--- config.mk ---
export PLATFORM = sky130hd
export DESIGN_NAME = rob_multi_commit
export DESIGN_NICKNAME = d
export VERILOG_FILES = /design/src/rtl/rob_multi_commit.sv
export SDC_FILE = /design/constraint.sdc
export NUM_CORES = 2
export LEC_CHECK = 0
export ABC_AREA = 0
export BUFFER_PORTS_ARGS = -buffer_cell sky130_fd_sc_hd__buf_2
export CAP_MARGIN = 20
export CORE_ASPECT_RATIO = 0.7
export CORE_MARGIN = 1
export CORE_UTILIZATION = 62
export CTS_CLUSTER_DIAMETER = 100
export CTS_CLUSTER_SIZE = 30
export DETAILED_ROUTE_END_ITERATION = 7
export GPL_ROUTABILITY_DRIVEN = 0
export PLACE_DENSITY_LB_ADDON = 0.2
export SLEW_MARGIN = 10
export SYNTH_ARGS = -nofsm -noshare
export SYNTH_HDL_FRONTEND = slang
export SYNTH_SLANG_ARGS = --single-unit
--- constraint.sdc ---
create_clock -name clk_i -period 35.5 [get_ports clk_i]
set_input_delay 1.775 -clock clk_i [delete_from_list [all_inputs] [get_ports clk_i]]
set_output_delay 1.775 -clock clk_i [all_outputs]
set_load 0.02 [all_outputs]
--- src/rtl/rob_multi_commit.sv ---
`default_nettype none
// ============================================================================
// Module   : rob_multi_commit
// Purpose  : Circular reorder buffer. One allocation per cycle, completion
//            from writeback, in-order retirement of up to COMMIT_W entries per
//            cycle, rs1/rs2 youngest-producer lookup with forwarding, and a
//            precise flush when a taken branch retires.
// Revision : 1.0  initial release
// ============================================================================
module rob_multi_commit #(
  parameter int DEPTH    = 8,
  parameter int COMMIT_W = 2,
  parameter int XLEN     = 32,
  localparam int RID_W   = $clog2(DEPTH)
) (
  input  logic                     clk_i,
  input  logic                     rst_i,
  input  logic                     alloc_valid_i,
  input  logic [XLEN-1:0]          alloc_pc_i,
  input  logic [4:0]               alloc_rd_i,
  input  logic                     alloc_we_i,
  output logic                     alloc_ready_o,
  output logic [RID_W-1:0]         alloc_idx_o,
  input  logic                     wb_valid_i,
  input  logic [RID_W-1:0]         wb_idx_i,
  input  logic [XLEN-1:0]          wb_result_i,
  input  logic                     wb_taken_i,
  input  logic [XLEN-1:0]          wb_new_pc_i,
  input  logic [4:0]               rs1_addr_i,
  output logic                     rs1_hit_o,
  output logic [RID_W-1:0]         rs1_idx_o,
  output logic                     rs1_done_o,
  output logic [XLEN-1:0]          rs1_data_o,
  input  logic [4:0]               rs2_addr_i,
  output logic                     rs2_hit_o,
  output logic [RID_W-1:0]         rs2_idx_o,
  output logic                     rs2_done_o,
  output logic [XLEN-1:0]          rs2_data_o,
  output logic [COMMIT_W-1:0]      commit_valid_o,
  output logic [COMMIT_W*XLEN-1:0] commit_pc_o,
  output logic [COMMIT_W*5-1:0]    commit_rd_o,
  output logic [COMMIT_W-1:0]      commit_we_o,
  output logic [COMMIT_W*XLEN-1:0] commit_result_o,
  output logic                     flush_o,
  output logic [XLEN-1:0]          flush_pc_o,
  output logic [RID_W:0]           count_o
);

  localparam logic [RID_W:0] C_FULL = (RID_W+1)'(DEPTH);

  logic [DEPTH-1:0] valid_q, valid_d, done_q, done_d, taken_q, taken_d, we_q, we_d;
  logic [4:0]       rd_q     [DEPTH];
  logic [4:0]       rd_d     [DEPTH];
  logic [XLEN-1:0]  pc_q     [DEPTH];
  logic [XLEN-1:0]  pc_d     [DEPTH];
  logic [XLEN-1:0]  result_q [DEPTH];
  logic [XLEN-1:0]  result_d [DEPTH];
  logic [XLEN-1:0]  new_pc_q [DEPTH];
  logic [XLEN-1:0]  new_pc_d [DEPTH];
  logic [RID_W:0]   head_q, head_d, tail_q, tail_d;

  logic [RID_W-1:0] slot_idx [COMMIT_W];
  logic [RID_W:0]   n_ret;
  logic             alloc_fire;

  logic [4:0]       src_addr [2];
  logic [1:0]       lk_hit, lk_done;
  logic [RID_W-1:0] lk_idx  [2];
  logic [XLEN-1:0]  lk_data [2];

  // Occupancy comes from the wrap-bit pointer difference, so full reads as DEPTH
  assign count_o       = tail_q - head_q;
  assign alloc_ready_o = (count_o != C_FULL) && !flush_o;
  assign alloc_idx_o   = tail_q[RID_W-1:0];
  assign alloc_fire    = alloc_valid_i && alloc_ready_o;

  genvar k;
  for (k = 0; k < COMMIT_W; k++) begin : g_slot
    assign slot_idx[k] = head_q[RID_W-1:0] + RID_W'(k);
    assign commit_pc_o[k*XLEN +: XLEN]     = commit_valid_o[k] ? pc_q[slot_idx[k]] : '0;
    assign commit_rd_o[k*5 +: 5]           = commit_valid_o[k] ? rd_q[slot_idx[k]] : '0;
    assign commit_result_o[k*XLEN +: XLEN] = commit_valid_o[k] ? result_q[slot_idx[k]] : '0;
    assign commit_we_o[k] = commit_valid_o[k] && we_q[slot_idx[k]] && (rd_q[slot_idx[k]] != 5'd0);
  end

  // Retire the longest done prefix from head, ending after the first taken entry
  always_comb begin
    logic stop;
    stop           = 1'b0;
    commit_valid_o = '0;
    n_ret          = '0;
    flush_o        = 1'b0;
    flush_pc_o     = '0;
    for (int i = 0; i < COMMIT_W; i++) begin
      if (!stop && valid_q[slot_idx[i]] && done_q[slot_idx[i]]) begin
        commit_valid_o[i] = 1'b1;
        n_ret             = n_ret + (RID_W+1)'(1);
        if (taken_q[slot_idx[i]]) begin
          flush_o    = 1'b1;
          flush_pc_o = new_pc_q[slot_idx[i]];
          stop       = 1'b1;
        end
      end else begin
        stop = 1'b1;
      end
    end
  end

  assign src_addr[0] = rs1_addr_i;
  assign src_addr[1] = rs2_addr_i;

  // Youngest matching producer per source; scanning oldest-to-youngest from head
  // lets the last match win regardless of where the raw indices wrap
  always_comb begin
    logic [RID_W-1:0] idx, sel;
    logic             hit, byp;
    for (int s = 0; s < 2; s++) begin
      hit = 1'b0;
      sel = '0;
      for (int a = 0; a < DEPTH; a++) begin
        idx = head_q[RID_W-1:0] + RID_W'(a);
        if (valid_q[idx] && we_q[idx] && (rd_q[idx] == src_addr[s]) && (src_addr[s] != 5'd0)) begin
          hit = 1'b1;
          sel = idx;
        end
      end
      byp        = wb_valid_i && (wb_idx_i == sel);
      lk_hit[s]  = hit;
      lk_idx[s]  = hit ? sel : '0;
      lk_done[s] = hit && (done_q[sel] || byp);
      lk_data[s] = !hit ? '0 : (byp ? wb_result_i : result_q[sel]);
    end
  end

  assign rs1_hit_o  = lk_hit[0];
  assign rs1_idx_o  = lk_idx[0];
  assign rs1_done_o = lk_done[0];
  assign rs1_data_o = lk_data[0];
  assign rs2_hit_o  = lk_hit[1];
  assign rs2_idx_o  = lk_idx[1];
  assign rs2_done_o = lk_done[1];
  assign rs2_data_o = lk_data[1];

  // Next state: writeback, then retirement, then allocation; a flush empties the buffer
  always_comb begin
    valid_d  = valid_q;
    done_d   = done_q;
    taken_d  = taken_q;
    we_d     = we_q;
    rd_d     = rd_q;
    pc_d     = pc_q;
    result_d = result_q;
    new_pc_d = new_pc_q;
    if (wb_valid_i && valid_q[wb_idx_i]) begin
      done_d[wb_idx_i]   = 1'b1;
      result_d[wb_idx_i] = wb_result_i;
      taken_d[wb_idx_i]  = wb_taken_i;
      new_pc_d[wb_idx_i] = wb_new_pc_i;
    end
    for (int i = 0; i < COMMIT_W; i++) begin
      if (commit_valid_o[i]) valid_d[slot_idx[i]] = 1'b0;
    end
    if (alloc_fire) begin
      valid_d[tail_q[RID_W-1:0]] = 1'b1;
      done_d[tail_q[RID_W-1:0]]  = 1'b0;
      taken_d[tail_q[RID_W-1:0]] = 1'b0;
      we_d[tail_q[RID_W-1:0]]    = alloc_we_i;
      rd_d[tail_q[RID_W-1:0]]    = alloc_rd_i;
      pc_d[tail_q[RID_W-1:0]]    = alloc_pc_i;
    end
    head_d = head_q + n_ret;
    tail_d = tail_q + {{RID_W{1'b0}}, alloc_fire};
    if (flush_o) begin
      valid_d = '0;
      tail_d  = head_d;
    end
  end

  // State registers with asynchronous clear
  always_ff @(posedge clk_i or posedge rst_i) begin
    if (rst_i) begin
      valid_q  <= '0;
      done_q   <= '0;
      taken_q  <= '0;
      we_q     <= '0;
      rd_q     <= '{default: '0};
      pc_q     <= '{default: '0};
      result_q <= '{default: '0};
      new_pc_q <= '{default: '0};
      head_q   <= '0;
      tail_q   <= '0;
    end else begin
      valid_q  <= valid_d;
      done_q   <= done_d;
      taken_q  <= taken_d;
      we_q     <= we_d;
      rd_q     <= rd_d;
      pc_q     <= pc_d;
      result_q <= result_d;
      new_pc_q <= new_pc_d;
      head_q   <= head_d;
      tail_q   <= tail_d;
    end
  end

endmodule
`default_nettype wire
==> flow_summary.toml <==
[timing]
fmax_mhz = 91.7
setup_viol = 0
worstMarginPinSlew_ns = 1.24
hold_violations = 0
rsz0062_at_grt = "false"
min_period_ns = 10.91
fin_crit_sh = 0.307
slew_violations = 0
finalSetupTns_ns = 0
fin_worst_skew_ns = 0.0392
slew_headroom = 0.170

[floorplanning]
die_area_um2 = 87200
fp.dieH_um = 247
die_w_um = 352
initial_core_util = 0.629
rows = 89
io_pins = 377
core_um2 = 84700

[synthesis]
synth_area_per_cell_um2 = 11.1
synth_flop_cell = "dfrtp_1"
synth_seq_cells = 848
seq_area_frac_synth = 0.398
async_flop_share = 1.00
synth_edf_count = 0
yosysMostFrequentCell = "dfrtp_1"
ys.warnings.count = 0
synthTopCellsByArea = "dfrtp_1 (40%), mux2_2 (18%), mux4_2 (10%)"
syn_inst = 4790
synth_top_cell_area_share = 0.398
synth_commonest_cells = "dfrtp_1 (848), mux2_2 (839), nand2_1 (414), o22ai_1 (333), clkbuf_1 (284)"
netlist_area_um2 = 53300
synth_fp_nets = 4926
yosysTopAreaCell = "dfrtp_1"
synthDistinctLibCells = 94

[power_and_ir_drop]
powerDensity_nw_per_um2 = 122
vdd_drop_max_v = 0.000126
leakage_nw = 23.4
p_total_w = 0.00691

[global_routing]
grt_overflow = 0
grt_antenna_before_repair = 22
track_usage = 0.413
grt_max_degree = 132
grt_pass1_wl_um = 276000
grt_pass1_vias = 43800

[critical_path]
critPathKind = "flop to output port"
critPathMaxFanout = 57
cp.required_ns = 33.72
cp-end-kind = "output port"
cp-start-kind = "flop"
r2r_setup_slack_ns = 27.20
crit_arrival_ns = 9.13

[worst_hold_path]
hold_path.class = "flop to flop"

[drt]
finalWirelength_um = 183000
drt_iter0_drc = 7151
vias_per_cell = 7.55
drtPass1Iterations = 8
drc = 0
wl_per_cell_um = 30.6
vias = 45300
ant_nets = 0

[place]
numPortBuffers = 376
place_hpwl_um = 106000
place_inst = 5944

[clocking]
cts_resized = 0
clock_latency_ns = 0.64
htree_levels = 2
cts_buffers = 35
clock_path_buffers = 3
cts_tree = "done"
postCtsSetupBuffers = 0
cts_hold_buffers = 0
root_buffer = "clkbuf_16"
clk_transition_reported_paths_ns = 0.12
cts_sinks = 848

[layout]
instances_no_fill = 6002
finalNetCount = 4985
area.sequential_um2 = 21200
nFillCells = 6502
area_growth_pct = 6.52
multiInputGateArea_um2 = 30000
drive_above_1_share = 0.345

[run_status]
status = "complete, no violations"

[run]
cap_violations = 0
==> routing by layer <==
layer  vias to the layer above  wire [µm]  GRT usage  share of wire
met3                       731      25500      0.124           0.14
li1                      18400          -          -              -
met2                      3608      79300      0.601           0.43
met5                         -        139    0.00216        0.00076
met1                     22500      69500      0.572           0.38
met4                        24       8970      0.191          0.049
==> registers in the layout, indices dropped and copies added, names as in the netlist <==
name and count:
rd_q 40, result_q 256, we_q 8, tail_q 4
taken_q 8, done_q 8, head_q 4, valid_q 8
pc_q 256, new_pc_q 256
==> final cells by class <==
cell class | count | area share
Multi-Input combinational cell | 3390 | 0.529
Sequential cell | 848 | 0.374
Timing Repair Buffer | 467 | 0.0470
Tap cell | 1137 | 0.0251
Clock buffer | 39 | 0.0162
Inverter | 107 | 0.00740
Clock inverter | 5 | 0.00148
Antenna cell | 9 | 0.000397
==> cells by family after synthesis <==
family / after synthesis / synth area share
XOR/XNOR: 82 / 0.0136
flip-flops: 848 / 0.398
buffers and inverters: 552 / 0.0454
AO/OA/AOI/OAI: 1119 / 0.146
AND/OR/NAND/NOR: 900 / 0.0780
multiplexers: 1273 / 0.315
adder cells (fa/ha/maj): 16 / 0.00404
==> cells in the final DEF (no fill, tap or decap), types with 49 or more instances in the layout <==
cell / netlist / layout
dfrtp_1: 848 / 845
mux2_2: 839 / 839
nand2_1: 414 / 405
buf_2: 45 / 376
o22ai_1: 333 / 333
mux4_2: 239 / 239
o21ai_0: 201 / 201
mux2i_1: 193 / 193
nor2_1: 181 / 174
a22oi_1: 135 / 135
inv_1: 103 / 102
a21oi_1: 101 / 99
buf_4: 22 / 85
nand3_1: 84 / 80
or4_1: 71 / 69
a32o_1: 65 / 65
o32ai_1: 59 / 59
o31ai_1: 52 / 51
a211oi_1: 49 / 49
==> worst max-delay path, stage by stage, from the launching register on <==
cell and delay, ns:
dfrtp_4 1.03, inv_1 0.46, ha_4 0.76, buf_4 0.71, mux4_2 0.67, mux2i_1 0.20
xor2_1 0.17, o211ai_1 0.15, a2111oi_4 0.73, or3_1 0.20, o211ai_1 0.12, buf_4 0.39
mux2i_4 0.23, buf_4 0.53, xor2_1 0.28, a2111oi_4 0.07, a21o_2 0.26, buf_4 0.35
o32ai_1 0.82, buf_2 0.30
==> where the power goes <==
group          internal, W  switching [W]
Clock             0.000193       0.000327
Combinational      0.00188        0.00246
Sequential         0.00145       0.000604
==> path summary, 6_finish.rpt <==
| kind | from | endpoint | cells after the start |
|---|---|---|---|
| max | head_q[1] | rs2_data_o[4] | 19 |
| min | head_q[3] | head_q[3] | 1 |
| max reg2reg | head_q[1] | pc_q[54] | 13 |
| min reg2reg | head_q[3] | head_q[3] | 1 |
| max in group asynchronous | rst_i | pc_q[156] | 5 |
| min in group asynchronous | rst_i | rd_q[17] | 2 |
==> through the flow <==
step	worst slack (ns)	hold WS (ns)	area [µm²]	utilization
after floorplan	9.90	0.474	53300	-
after detailed placement	25.56	0.510	55600	0.656
after global placement	25.66	0.503	55600	0.656
final	24.59	0.529	56800	0.670
after CTS	24.85	0.527	56600	0.668
after global routing	24.32	0.547	56800	0.670
No activity file was read; power rests on OpenSTA's default activity.
